===== src/rtl/mux_display_n_digitos.sv =====
// mux_display_n_digitos: time-multiplexed driver for N common-anode 7-segment digits.
// Latency: all outputs registered, 1 cycle behind cnt/idx/shadow; Carregar visible within 1 frame + 1 cycle.
// No backpressure: free-running scan. Optional macro MUX_DISPLAY_ZERO_BLANK_EN enables leading-zero suppression.
module mux_display_n_digitos #(
  parameter int DIGITS = 4,
  parameter int DIV    = 50000,
  parameter int GAP    = 2
) (
  input  logic                  i_clock,
  input  logic                  i_reset,
  input  logic [4*DIGITS-1:0]   i_valores,
  input  logic [DIGITS-1:0]     i_apagar,
  input  logic                  i_carregar,
  output logic [6:0]            o_output,
  output logic [DIGITS-1:0]     o_digito_aceso,
  output logic                  o_quadro
);

  localparam int CW = (DIV > 1) ? $clog2(DIV) : 1;
  localparam int IW = $clog2(DIGITS);

  typedef enum logic {GAPO, ATIVO} state_t;

  state_t                r_state;
  state_t                w_state_nxt;
  logic [CW-1:0]         r_cnt;
  logic [IW-1:0]         r_idx;
  logic [4*DIGITS-1:0]   r_staging;
  logic [4*DIGITS-1:0]   r_shadow;
  logic                  r_pend;
  logic [6:0]            r_output;
  logic [DIGITS-1:0]     r_anodo;
  logic                  r_quadro;

  logic                  w_slot_end;
  logic                  w_frame_end;
  logic [3:0]            w_nib;
  logic [DIGITS-1:0]     w_zb;
  logic                  w_blank;
  logic [6:0]            w_seg_nxt;
  logic [DIGITS-1:0]     w_an_nxt;

  // Active-low glyphs, bit order {g,f,e,d,c,b,a}
  function automatic logic [6:0] decode(input logic [3:0] n);
    case (n)
      4'h0: decode = 7'b1000000;
      4'h1: decode = 7'b1111001;
      4'h2: decode = 7'b0100100;
      4'h3: decode = 7'b0110000;
      4'h4: decode = 7'b0011001;
      4'h5: decode = 7'b0010010;
      4'h6: decode = 7'b0000010;
      4'h7: decode = 7'b1111000;
      4'h8: decode = 7'b0000000;
      4'h9: decode = 7'b0010000;
      4'hA: decode = 7'b0001000;
      4'hB: decode = 7'b0000011;
      4'hC: decode = 7'b1000110;
      4'hD: decode = 7'b0100001;
      4'hE: decode = 7'b0000110;
      default: decode = 7'b0001110;
    endcase
  endfunction

  assign w_slot_end  = (r_cnt == CW'(DIV - 1));
  assign w_frame_end = w_slot_end && (r_idx == IW'(DIGITS - 1));
  assign w_nib       = r_shadow[{r_idx, 2'b00} +: 4];
  assign w_blank     = i_apagar[r_idx] | w_zb[r_idx];

  // Leading-zero mask from the top digit down; digit 0 always shown
  always_comb begin
    w_zb = '0;
`ifdef MUX_DISPLAY_ZERO_BLANK_EN
    begin : zero_scan
      logic v_lead;
      v_lead = 1'b1;
      for (int i = DIGITS - 1; i >= 1; i--) begin
        v_lead  = v_lead && (r_shadow[4*i +: 4] == 4'h0);
        w_zb[i] = v_lead;
      end
    end
`endif
  end

  // Prescaler counts a slot; digit index advances on each slot wrap
  always_ff @(posedge i_clock or posedge i_reset) begin
    if (i_reset) begin
      r_cnt <= '0;
      r_idx <= '0;
    end else if (w_slot_end) begin
      r_cnt <= '0;
      r_idx <= w_frame_end ? '0 : r_idx + IW'(1);
    end else begin
      r_cnt <= r_cnt + CW'(1);
    end
  end

  // Slot phase register
  always_ff @(posedge i_clock or posedge i_reset) begin
    if (i_reset) r_state <= GAPO;
    else         r_state <= w_state_nxt;
  end

  // Phase transitions and next-cycle anode/segment values
  always_comb begin
    w_state_nxt = r_state;
    w_seg_nxt   = 7'h7F;
    w_an_nxt    = '1;
    case (r_state)
      GAPO: begin
        if (r_cnt == CW'(GAP - 1)) w_state_nxt = ATIVO;
      end
      ATIVO: begin
        w_an_nxt[r_idx] = 1'b0;
        if (!w_blank) w_seg_nxt = decode(w_nib);
        if (w_slot_end) w_state_nxt = GAPO;
      end
      default: w_state_nxt = GAPO;
    endcase
  end

  // Double buffer: staging takes loads, shadow swaps only at the frame boundary
  always_ff @(posedge i_clock or posedge i_reset) begin
    if (i_reset) begin
      r_staging <= '0;
      r_shadow  <= '0;
      r_pend    <= 1'b0;
    end else if (w_frame_end) begin
      r_pend <= 1'b0;
      if (i_carregar) begin
        r_staging <= i_valores;
        r_shadow  <= i_valores;
      end else if (r_pend) begin
        r_shadow  <= r_staging;
      end
    end else if (i_carregar) begin
      r_staging <= i_valores;
      r_pend    <= 1'b1;
    end
  end

  // Registered pin drivers
  always_ff @(posedge i_clock or posedge i_reset) begin
    if (i_reset) begin
      r_output <= 7'h7F;
      r_anodo  <= '1;
      r_quadro <= 1'b0;
    end else begin
      r_output <= w_seg_nxt;
      r_anodo  <= w_an_nxt;
      r_quadro <= w_frame_end;
    end
  end

  assign o_output       = r_output;
  assign o_digito_aceso = r_anodo;
  assign o_quadro       = r_quadro;

endmodule


===== config.mk =====
export PLATFORM = sky130hd
export DESIGN_NAME = mux_display_n_digitos
export DESIGN_NICKNAME = d
export VERILOG_FILES = /design/src/rtl/mux_display_n_digitos.sv
export SDC_FILE = /design/constraint.sdc
export NUM_CORES = 1
export LEC_CHECK = 0
export ABC_CLOCK_PERIOD_IN_PS = 4000
export CAP_MARGIN = 30
export CELL_PAD_IN_SITES_DETAIL_PLACEMENT = 1
export CELL_PAD_IN_SITES_GLOBAL_PLACEMENT = 1
export CORE_ASPECT_RATIO = 1.5
export CORE_MARGIN = 2
export CORE_UTILIZATION = 58
export CTS_BUF_LIST = sky130_fd_sc_hd__clkbuf_4 sky130_fd_sc_hd__clkbuf_8
export CTS_CLUSTER_DIAMETER = 30
export DETAILED_ROUTE_END_ITERATION = 8
export DONT_BUFFER_PORTS = 1
export PLACE_DENSITY = 0.91
export REMOVE_ABC_BUFFERS = 1
export SETUP_SLACK_MARGIN = 0.1
export SYNTH_ARGS = -nofsm -noshare
export SYNTH_HDL_FRONTEND = slang
export SYNTH_SLANG_ARGS = --single-unit

===== constraint.sdc =====
create_clock -name i_clock -period 4 [get_ports i_clock]
set_input_delay 0.8 -clock i_clock [delete_from_list [all_inputs] [get_ports i_clock]]
set_output_delay 0.8 -clock i_clock [all_outputs]
set_load 0.01 [all_outputs]

# Word-level counts from Yosys, hierarchy flattened
# Memory sizes are Yosys's and may differ from the RTL's.
# Cells that the tools add are included.
dict set report totals {
  ff_bits 64
  romBits 112
  output_inout_bits 12
  memories 1
}
# name words width read_ports rd_ports_with_merged_regs write_ports line
set mem_list {}
lappend mem_list {{(no name shown)} 16 7 1 0 0 45} ;# case (n)
dict set report classes {
  addsub 2
  order_cmp 2
  n_eq_ne 3
  shifts 1
  muxes 18
  bitwise_logic 3
  n_reduce_logical 5
}
# op n
set ops {}
lappend ops {{2-to-1 mux 16 bit} 3}
lappend ops {{adder 16 x 1 -> 16 bit, second input constant} 1}
lappend ops {{== test 16 x 1 -> 1 bit, second input constant} 1}
lappend ops {{== test 16 bit, second input constant} 1}
lappend ops {{indexed part select 16 x 5 -> 4 bit} 1}
lappend ops {{2-to-1 mux 7 bit} 2}
lappend ops {{2-to-1 mux 1 bit} 7}
lappend ops {{binary-select mux 1 bit (select 2 bit)} 2}
lappend ops {{2-to-1 mux 4 bit} 1}
lappend ops {{NOT 4 bit} 1}
lappend ops {{nonzero test 2 bit} 2}
lappend ops {{< comparator 2 x 3 -> 1 bit, second input constant} 1}
lappend ops {{adder 2 x 1 -> 2 bit, second input constant} 1}
lappend ops {{demux 1 bit (select 2 bit)} 1}
lappend ops {{== test 2 bit, second input constant} 1}
lappend ops {{greater-or-equal comparator 2 x 1 -> 1 bit, second input constant} 1}
lappend ops {{logical AND 1 bit} 2}
lappend ops {{2-to-1 mux 2 bit} 1}
lappend ops {{one-hot mux 1 bit (2 select lines)} 1}
lappend ops {{AND reduction 2 bit} 1}
lappend ops {{NOT 1 bit} 1}
lappend ops {{OR 1 bit} 1}

# Logic depth before layout (Yosys ltp)
# Gate-level depths: netlist (run 1).
dict set report depth {
  word_depth 6
  ltp_mapped 7
  depth_no_buf 6
}

# Worst setup path after synthesis (run 1)
# Ideal clock, no wire load.
dict set report synth_path {
  path_type {input to register}
  start {in i_carregar}
  end {reg r_shadow[0]}
  arrival_time_ps 2056
  path_slack_ps 1819
  stages 4
  cell_sequence {clkbuf_1 clkbuf_1 mux2_2 mux2_4}
}
dict set report synth_between {
  elab_chain_cells 2
  elab_cells_between_ends 3
  classes_between {mux (1); reduce/logical (2)}
}
# item line
set synth_lines {}
lappend synth_lines {{start, declared} 13} ;# input logic i_carregar,
lappend synth_lines {{nonzero test 2 bit (no source line)} --}
lappend synth_lines {{AND reduction 2 bit (no source line)} --}
lappend synth_lines {{end signal, assigned} 132} ;# r_shadow <= i_valores;
lappend synth_lines {{end signal, assigned} 134} ;# r_shadow <= r_staging;
lappend synth_lines {{end, declared} 29} ;# logic [4*DIGITS-1:0] r_shadow;
# Several ways; a longest one is shown, not always the timed one.
# A chain may end at the register's enable or synchronous reset.

# Final worst setup path (run 1)
dict set report layout_path {
  start {reg r_cnt[12]}
  end {reg r_shadow[4]}
}
dict set report layout_between {
  elab_chain_cells 3
}
# item line
set layout_lines {}
lappend layout_lines {{start, declared} 26} ;# logic [CW-1:0] r_cnt;
lappend layout_lines {{start signal, assigned} 94} ;# r_cnt <= r_cnt + CW'(1);
lappend layout_lines {{== test 16 bit} 65} ;# assign w_slot_end = (r_cnt == CW'(DIV - 1));
lappend layout_lines {{logical AND 1 bit} 66} ;# assign w_frame_end = w_slot_end && (r_idx == IW'(DIGITS - 1));
lappend layout_lines {{AND reduction 2 bit (no source line)} --}
# No other way between the ends.

==> results of run 1 <==
-- final cells by class --
cell class,count,area [µm²]
clock buffers,13,173
clock inverters,3,15.0
fillers,493,1680
inverters,13,48.8
multi-input cells,144,1260
flip-flops and latches,64,1620
well taps,66,82.6
repair buffers,1,7.51
-- worst max-delay path, cell delays in order, from the launching register on --
cell,delay [ns]
dfrtp_1,0.44
or4_4,0.58
nor4_4,0.43
nand4b_4,0.42
mux2_4,0.43
-- cell usage after synthesis, types with 3 or more instances --
library cell and count:
a21oi_1 5, clkbuf_1 3, dfrtp_1 53, dfstp_2 11, ha_1 12, inv_1 13, mux2_2 23, mux2_4 10
mux4_2 5, nand2_1 11, nand3_1 7, nand4_1 5, nor2_1 16, nor3_1 3, nor4_1 4, o21ai_0 4
o221ai_1 4, or2_2 3, xnor2_1 8, xor2_1 5
-- sequential cells by signal, indices dropped and copies added, names as in the netlist --
name,count
r_pend,1
r_shadow,16
o_output,7
o_digito_aceso,4
o_quadro,1
r_cnt,16
r_staging,16
r_idx,2
r_state,1
-- worst paths after layout --
path	from	endpoint	slack [ns]	depth (start not counted)
max	r_cnt[12]	r_shadow[4]	1.58	4
min	i_reset	r_staging[3]	0.49	1
max reg2reg	r_cnt[12]	r_shadow[4]	1.58	4
min reg2reg	r_cnt[10]	r_cnt[10]	0.49	1
max in group asynchronous	i_reset	r_cnt[13]	2.68	2
min in group i_clock	r_cnt[10]	r_cnt[10]	0.49	1
-- through the flow --
step | hold WS [ns] | std cells | power [mW] | instance area, µm²
6_report | 0.493 | 304 | 1.24 | 3200
5_1_grt | 0.518 | 304 | 1.30 | 3200
4_1_cts | 0.499 | 304 | 1.26 | 3200
3_5_place_dp | 0.487 | 288 | 0.732 | 3020
3_3_place_gp | 0.479 | 288 | 0.728 | 3020
2_1_floorplan | 0.431 | 221 | 0.719 | 2930
-- per-layer routing --
layer | wire [µm] | vias to the layer above
li1 | - | 806
met1 | 2630 | 956
met2 | 3900 | 57
met3 | 339 | 18
met4 | 178 | 0
met5 | 0 | -
-- cell families (layout without fill, tap and decap cells) --
group / count (synthesis) / count (layout)
buf+inv: 20 / 30
mux: 40 / 40
compound gates: 17 / 17
simple gates: 62 / 62
fa+ha+maj: 12 / 12
xor+xnor: 13 / 13
flops: 64 / 64
-- power breakdown --
part	internal (mW)	leakage, nW	total [mW]	switching (mW)
clock network	0.279	0.103	0.525	0.246
logic	0.0184	0.565	0.0433	0.0249
registers	0.669	0.795	0.677	0.00745
==> impl_metrics.csv, run 1 <==
group,metric,value,unit
sta,finClkSkew,0.00647,ns
drt,first_pass_iters,4,
sta,setup_tns,0,ns
clocking,cts-resized-gates,0,
place,io_buffers,0,
clocking,cts_setup_buffers,0,
logic_synthesis,seq_area_frac_synth,54.5,%
sta,final_hold_viol_count,0,
drt,drt-total-wl,7.05,mm
logic_synthesis,ys_ff_latch,64,
place,pre_cts_ws,1.60,ns
setup_path,critical_path_peak_fanout,16,
clocking,clock_sinks,64,
clocking,cts_hold_buf,0,
global_route,grt_use_met3,8.67,%
power_and_ir_drop,vdd_drop_max,0.266,mV
place,post-dp-hpwl,4.75,mm
setup_path,crit_arrival,2.65,ns
clocking,htree_levels,3,
die,row_count,31,
logic_synthesis,synthCells,228,
drt,vias,1837,
logic_synthesis,synthTopCellsByArea,"dfrtp_1, dfstp_2, mux2_2, ha_1, mux2_4",
final_layout,area_growth,8.15,%
final_layout,final_cell_mix,"dfrtp_1, mux2_2, nor2_1",
global_route,grt_first_pass_wirelength,11.5,mm
sta,clock.fmax,414,MHz
logic_synthesis,synth_area,2960,µm²
final_layout,layout_commonest_cell,"dfrtp_1",
global_route,grtUsageTotal,28.1,%
final_layout,nets,268,
drt,wl_per_cell,23.2,µm
sta,worst_pin_slew,0.855,ns
sta,grt_setup_unrepaired,"no",
logic_synthesis,yosys.area_share.simple,11.8,%
final_layout,final_util,65.5,%
global_route,grt_pass1_vias,2069,
global_route,grtUsageMet2,49.2,%
logic_synthesis,synth-compound-area-share,3.59,%
sta,max-slew-margin-rel,42.9,%
logic_synthesis,synth_ff_type,"dfrtp_1",
die,core_area,4890,µm²
setup_path,start_kind,"register",
final_layout,diodes,0,
setup_path,worstSetupPathType,"reg2reg",
logic_synthesis,yosys_warnings,0,
global_route,antenna_found_initial,0,
clocking,clkTransAtPathRegs,0.07,ns
drt,drc,0,
die,die_h,91.5,µm
drt,drtAntennaViolNets,0,
clocking,clock_latency,0.35,ns
clocking,cts_buffers,9,
run_status,status,"completed",
global_route,use_met1,30.4,%
logic_synthesis,yosys.area_share.adder,5.07,%
final_layout,drive_above_1_share,30.7,%
sta,fin_crit,2.42,ns
power_and_ir_drop,leakage,1.46,nW
die,ios,35,
sta,timing.final.crit_share,60.4,%
global_route,grt_overflow_total,0,
logic_synthesis,yosysTopAreaCellShare,44.8,%
global_route,grt_max_degree,44,
drt,viasPerCell,6.04,
drt,first_iter_violations,186,
place,routabilityCongestion,0.901,
sta,report.final.slew_viol_count,0,
clocking,clock_path_buffers,2,
logic_synthesis,synth_enable_flop_cells,0,
sta,setup_viol,0,
logic_synthesis,async_reset_ff_share,100,%
logic_synthesis,yosys.area_share.xor_xnor,3.84,%
global_route,top_usage_layer,"met2",
setup_path,required,4.23,ns
logic_synthesis,yosysTopAreaCell,"dfrtp_1",
logic_synthesis,avgSynthCellArea,13.0,µm²
logic_synthesis,synth_top_family_by_area,"multiplexers",
flow_run,drv_cap,0,
die,die_w,62.3,µm
setup_path,end_kind,"register",
clocking,cts_tree,"yes",
logic_synthesis,synth.area.mux_share,18.3,%
sta,setup_slack,1.58,ns
die,start_util,60.6,%
die,die-area,5710,µm²
hold_path,holdCritPathClass,"in2async",
logic_synthesis,ys_types,37,
power_and_ir_drop,power_density,389,nW/µm²
clocking,root_buffer,"clkbuf_8",
(Power assumes the default switching activity.)
==> run 2: changes to the inputs <==
- ABC_CLOCK_PERIOD_IN_PS: 4000 -> 2100
- CORE_UTILIZATION: 58 -> 48
- PLACE_DENSITY: 0.91 -> 0.81
- clock period: 4 -> 2.1 ns (I/O delays scaled with it)
==> run 2 against run 1 <==
Compared with the run above:
- combinational power up 100%
- maximum frequency up 21%
- hold slack worse by 0.25 ns
- critical path type unchanged
==> impl_metrics.csv, run 2 (synthesis gave the netlist of run 1 again) <==
group,metric,value,unit
run_status,status,"completed",
setup_path,ff2ff_path_depth,6,
setup_path,reg2reg_slack,0.11,ns
sta,setup_viol,0,
power_and_ir_drop,p_sw,555,µW
power_and_ir_drop,vdd_drop_max,0.504,mV
final_layout,layout_commonest_cell,"dfrtp_1",
sta,timing.final.crit_share,94.8,%
setup_path,reg2reg_from,"r_idx[0]",
setup_path,regToRegEndpoint,"o_output[3]",
final_layout,area_growth,13.1,%
sta,clock.fmax,502,MHz
clocking,clock_latency,0.35,ns
power_and_ir_drop,seq_power_share,55.9,%
final_layout,largestRegisters,"r_cnt (16), r_shadow (16), r_staging (16)",
sta,setup_tns,0,ns
setup_path,end_kind,"register",
global_route,grt_first_pass_wirelength,10.7,mm
sta,fin_crit,1.99,ns
power_and_ir_drop,internal-power,1.75,mW
power_and_ir_drop,power_density,688,nW/µm²
hold_path,holdCritPathClass,"in2reg",
clocking,clock_sinks,64,
drt,drc,0,
sta,worst_pin_slew,0.476,ns
hold_path,holdPathStages,1,
final_layout,n_fill_cell,618,
final_layout,design_area,3350,µm²
global_route,grt_overflow_total,0,
setup_path,start_kind,"register",
drt,first_pass_iters,4,
power_and_ir_drop,leakage,1.52,nW
place,io_buffers,0,
hold_path,hold_start,"i_valores[13]",
final_layout,final_cell_mix,"dfrtp_1, mux2_2, nor2_1",
global_route,grt_max_degree,45,
clocking,clkTransAtPathRegs,0.08,ns
clocking,root_buffer,"clkbuf_8",
die,core_area,6040,µm²
global_route,antenna_found_initial,0,
die,die-area,6830,µm²
global_route,grt_pass1_vias,2093,
clocking,cts_buffers,9,
clocking,clock_path_buffers,2,
power_and_ir_drop,clkPwrFrac,40.3,%
drt,first_iter_violations,82,
sta,whs,0.238,ns
hold_path,hold_path_end,"r_staging[13]",
sta,final_hold_viol_count,0,
sta,report.final.slew_viol_count,0,
sta,grt_setup_unrepaired,"yes",
die,die_w,68.1,µm
sta,finClkSkew,0.0117,ns
setup_path,crit_arrival,2.26,ns
final_layout,diodes,0,
drt,drtAntennaViolNets,0,
place,placed_area,3160,µm²
place,routabilityCongestion,0.793,
final_layout,drive_above_1_share,36.0,%
drt,drt-total-wl,6.56,mm
clocking,htree_levels,3,
setup_path,critical_path_peak_fanout,6,
clocking,cts_setup_buffers,0,
global_route,grtUsageTotal,21.9,%
clocking,cts_tree,"yes",
die,start_util,49.0,%
setup_path,worstSetupPathType,"reg2reg",
power_and_ir_drop,p_sw_share,24.1,%
final_layout,nets,283,
sta,max-slew-margin-rel,68.2,%
die,ios,35,
setup_path,required,2.37,ns
place,post-dp-hpwl,4.83,mm
drt,wl_per_cell,20.1,µm
flow_run,drv_cap,0,
die,die_h,100,µm
drt,viasPerCell,5.49,
die,row_count,35,
drt,vias,1796,
power_and_ir_drop,pwr-share-comb,3.8,%
[run 2: changes by cell type in the layout (fill, tap and decap cells not counted), moves of 2 or more]
cell        delta
clkinvlp_4     +3
clkbuf_8       -3
buf_4         +12
buf_12         +2
[run 2: critical path, stage by stage, from the launching register on]
cell	delay, ns
dfrtp_2	0.44
mux4_2	0.61
inv_1	0.17
ha_2	0.25
mux2i_1	0.09
and3_1	0.20
a31oi_1	0.15
[run 2: area by class of cell]
cell class / count / area [µm²] / share of cell area [%]
clock buffers: 10 / 131 / 3.92
clock inverters: 6 / 37.5 / 1.12
inverters: 13 / 48.8 / 1.46
multi-input cells: 144 / 1270 / 38.0
flip-flops and latches: 64 / 1620 / 48.3
well taps: 74 / 92.6 / 2.77
repair buffers: 16 / 148 / 4.41
[run 2: what timing repair did]
action                                  in CTS  in global routing
hold buffers                                 1                  0
hold endpoints to repair                    16                  0
endpoints found under the setup margin      19                 22
gates resized for setup                      1                  3
pin swaps                                    1                  0
[run 2: worst max path at each step]
stage              start          end  slack (ns)  cells past startpoint
6_report        r_idx[0]  o_output[3]        0.11                      6
5_1_grt         r_idx[0]  o_output[3]        0.04                      6
4_1_cts         r_idx[0]  o_output[3]        0.06                      6
3_5_place_dp    r_idx[0]  o_output[3]        0.02                      6
3_3_place_gp   r_cnt[12]  r_shadow[1]        0.12                      5
2_1_floorplan  r_cnt[12]  r_shadow[0]       -0.07                      4
[run 2: routing by layer]
| metal | GRT usage (%) | wire length (µm) | vias up |
|---|---|---|---|
| met1 | 21.4 | 2380 | 927 |
| met2 | 40.5 | 3780 | 27 |
| met4 | 8.00 | 112 | 0 |
| met5 | 0 | 0 | - |
| li1 | - | - | 835 |
| met3 | 7.96 | 283 | 7 |
[run 2: per-stage QoR]
stage / instances / total power, mW / worst slack [ns] / utilization (%)
after CTS: 327 / 2.32 / 0.0585 / 55.2
after floorplan: 221 / 1.37 / -0.0689 / -
after detailed placement: 310 / 1.40 / 0.0180 / 52.2
final: 327 / 2.30 / 0.109 / 55.4
after global routing: 327 / 2.39 / 0.0413 / 55.4
after global placement: 310 / 1.39 / 0.116 / 52.2
[run 2: power by group through the flow]
stage / clock network, mW / registers [mW] / logic, mW
after floorplan: 0 / 1.31 / 0.0640
after global placement: 0 / 1.31 / 0.0857
after detailed placement: 0 / 1.31 / 0.0893
after CTS: 0.944 / 1.29 / 0.0908
after global routing: 1.00 / 1.29 / 0.0982
final: 0.928 / 1.29 / 0.0879
==> run 3: changes to the inputs <==
- CELL_PAD_IN_SITES_DETAIL_PLACEMENT: 1 -> unset
- CELL_PAD_IN_SITES_GLOBAL_PLACEMENT: 1 -> unset
- CORE_UTILIZATION: 48 -> 59
- PLACE_DENSITY: 0.81 -> 0.82
==> run 3 against run 2 <==
Compared with the run above:
- hold slack lost 0.21 ns
- critical path depth down 1
- sequential power barely moved
==> impl_metrics.csv, run 3 (synthesis gave the netlist of run 1 again) <==
group,metric,value,unit
sta,setup_viol,0,
global_route,grtUsageTotal,22.3,%
clocking,clock_latency,0.33,ns
sta,grt_setup_unrepaired,"yes",
drt,drtAntennaViolNets,0,
drt,drc,0,
global_route,antenna_found_initial,1,
sta,setup_slack,0.161,ns
drt,drt-total-wl,5.42,mm
drt,wl_per_cell,17.0,µm
clocking,clock_path_buffers,2,
sta,finClkSkew,0.0102,ns
power_and_ir_drop,leakage,1.56,nW
power_and_ir_drop,power_density,724,nW/µm²
sta,timing.final.crit_share,92.3,%
final_layout,largestRegisters,"r_cnt (16), r_shadow (16), r_staging (16)",
final_layout,drive_above_1_share,36.4,%
sta,max-slew-margin-rel,66.3,%
die,die_w,61.9,µm
final_layout,layout_commonest_cell,"dfrtp_1",
clocking,clock_sinks,64,
setup_path,start_kind,"register",
die,die_h,90.8,µm
place,post-dp-hpwl,3.83,mm
clocking,root_buffer,"clkbuf_8",
setup_path,slowest_delay,0.56,ns
place,placed_cells,300,
drt,viasPerCell,5.71,
power_and_ir_drop,vdd_drop_max,0.395,mV
die,core_area,4850,µm²
global_route,grt_max_degree,65,
drt,vias,1821,
final_layout,final_cell_mix,"dfrtp_1, mux2_2, nor2_1",
clocking,cts_tree,"yes",
place,routabilityCongestion,0.840,
sta,clock.fmax,516,MHz
flow_run,drv_cap,0,
final_layout,n_fill_cell,346,
hold_path,holdCritPathClass,"in2async",
sta,final_hold_viol_count,0,
sta,fin_crit,1.94,ns
setup_path,critPathBufInv,1,
clocking,htree_levels,3,
setup_path,cp_slowest_cell,"or4_4",
setup_path,worstSetupPathType,"reg2reg",
setup_path,crit_path_cell_trace,"or4_4 > nor4_4 > nand4b_4 > buf_12 > mux2_4",
place,pre_cts_ws,0.0308,ns
setup_path,critical_path_peak_fanout,11,
sta,worst_pin_slew,0.504,ns
die,row_count,31,
setup_path,end_kind,"register",
die,die-area,5610,µm²
place,io_buffers,0,
setup_path,crit_arrival,2.15,ns
global_route,grt_pass1_vias,1878,
place,placed_area,3130,µm²
final_layout,final_cells,319,
drt,first_iter_violations,83,
final_layout,area_growth,14.2,%
clocking,cts_buffers,9,
power_and_ir_drop,finalPower,2.45,mW
setup_path,crit_family,"simple AND/OR/NAND/NOR gates",
run_status,status,"completed",
final_layout,diodes,0,
setup_path,required,2.31,ns
final_layout,design_area,3380,µm²
drt,first_pass_iters,4,
die,ios,35,
global_route,grt_overflow_total,0,
sta,report.final.slew_viol_count,0,
final_layout,nets,283,
die,start_util,61.1,%
clocking,clkTransAtPathRegs,0.07,ns
global_route,grt_first_pass_wirelength,8.92,mm
-- run 3: cell type report --
class	instances	area, µm²	area share (%)
Clock buffer	12	159	4.70
Clock inverter	4	52.6	1.55
Inverter	13	48.8	1.44
Multi-Input combinational cell	144	1270	37.7
Sequential cell	64	1620	47.8
Tap cell	66	82.6	2.44
Timing Repair Buffer	16	149	4.40
-- run 3: worst reg2reg max path: stages (launching register included) --
cell      delay, ns
dfrtp_1        0.39
or4_4          0.56
nor4_4         0.22
nand4b_4       0.17
buf_12         0.18
mux2_4         0.30
-- run 3: repair_timing --
item / 4_1_cts / 5_1_grt
pin swaps: 1 / 0
gates resized for setup: 2 / 3
hold endpoints to repair: 0 / 0
setup buffers: 0 / 3
setup endpoints to repair: 20 / 16
hold buffers: 0 / 0
-- run 3: path summary, 6_finish.rpt --
check                      slack [ns]          from                end  cells after the start
setup / recovery                 0.16     r_cnt[12]        r_shadow[9]                      5
hold / removal                   0.03       i_reset      r_staging[14]                      2
setup reg to reg                 0.16     r_cnt[12]        r_shadow[9]                      5
hold reg to reg                  0.47       r_state  o_digito_aceso[0]                      1
max in group asynchronous        1.75       i_reset        o_output[1]                      2
min in group i_clock             0.25  i_valores[0]       r_staging[0]                      1
-- run 3: through the flow --
step / utilization, % / TNS, ns / hold slack, ns
2_1_floorplan: - / -0.981 / 0.431
3_3_place_gp: 64.6 / 0 / 0.396
3_5_place_dp: 64.6 / 0 / 0.395
4_1_cts: 69.1 / 0 / 0.0282
5_1_grt: 69.8 / 0 / 0.0338
6_report: 69.8 / 0 / 0.0286
-- run 3: where the power goes --
| part | leakage, nW | switching, mW | total (mW) | internal [mW] |
|---|---|---|---|---|
| combinational | 0.654 | 0.0452 | 0.0829 | 0.0377 |
| sequential | 0.793 | 0.0123 | 1.29 | 1.27 |
| clock | 0.110 | 0.451 | 1.08 | 0.628 |
-- run 3: per-layer routing --
layer | track usage, % | wire length [µm]
met4 | 10.8 | 109
met2 | 35.7 | 3020
met3 | 7.59 | 213
met5 | 0 | 8
met1 | 25.5 | 2070
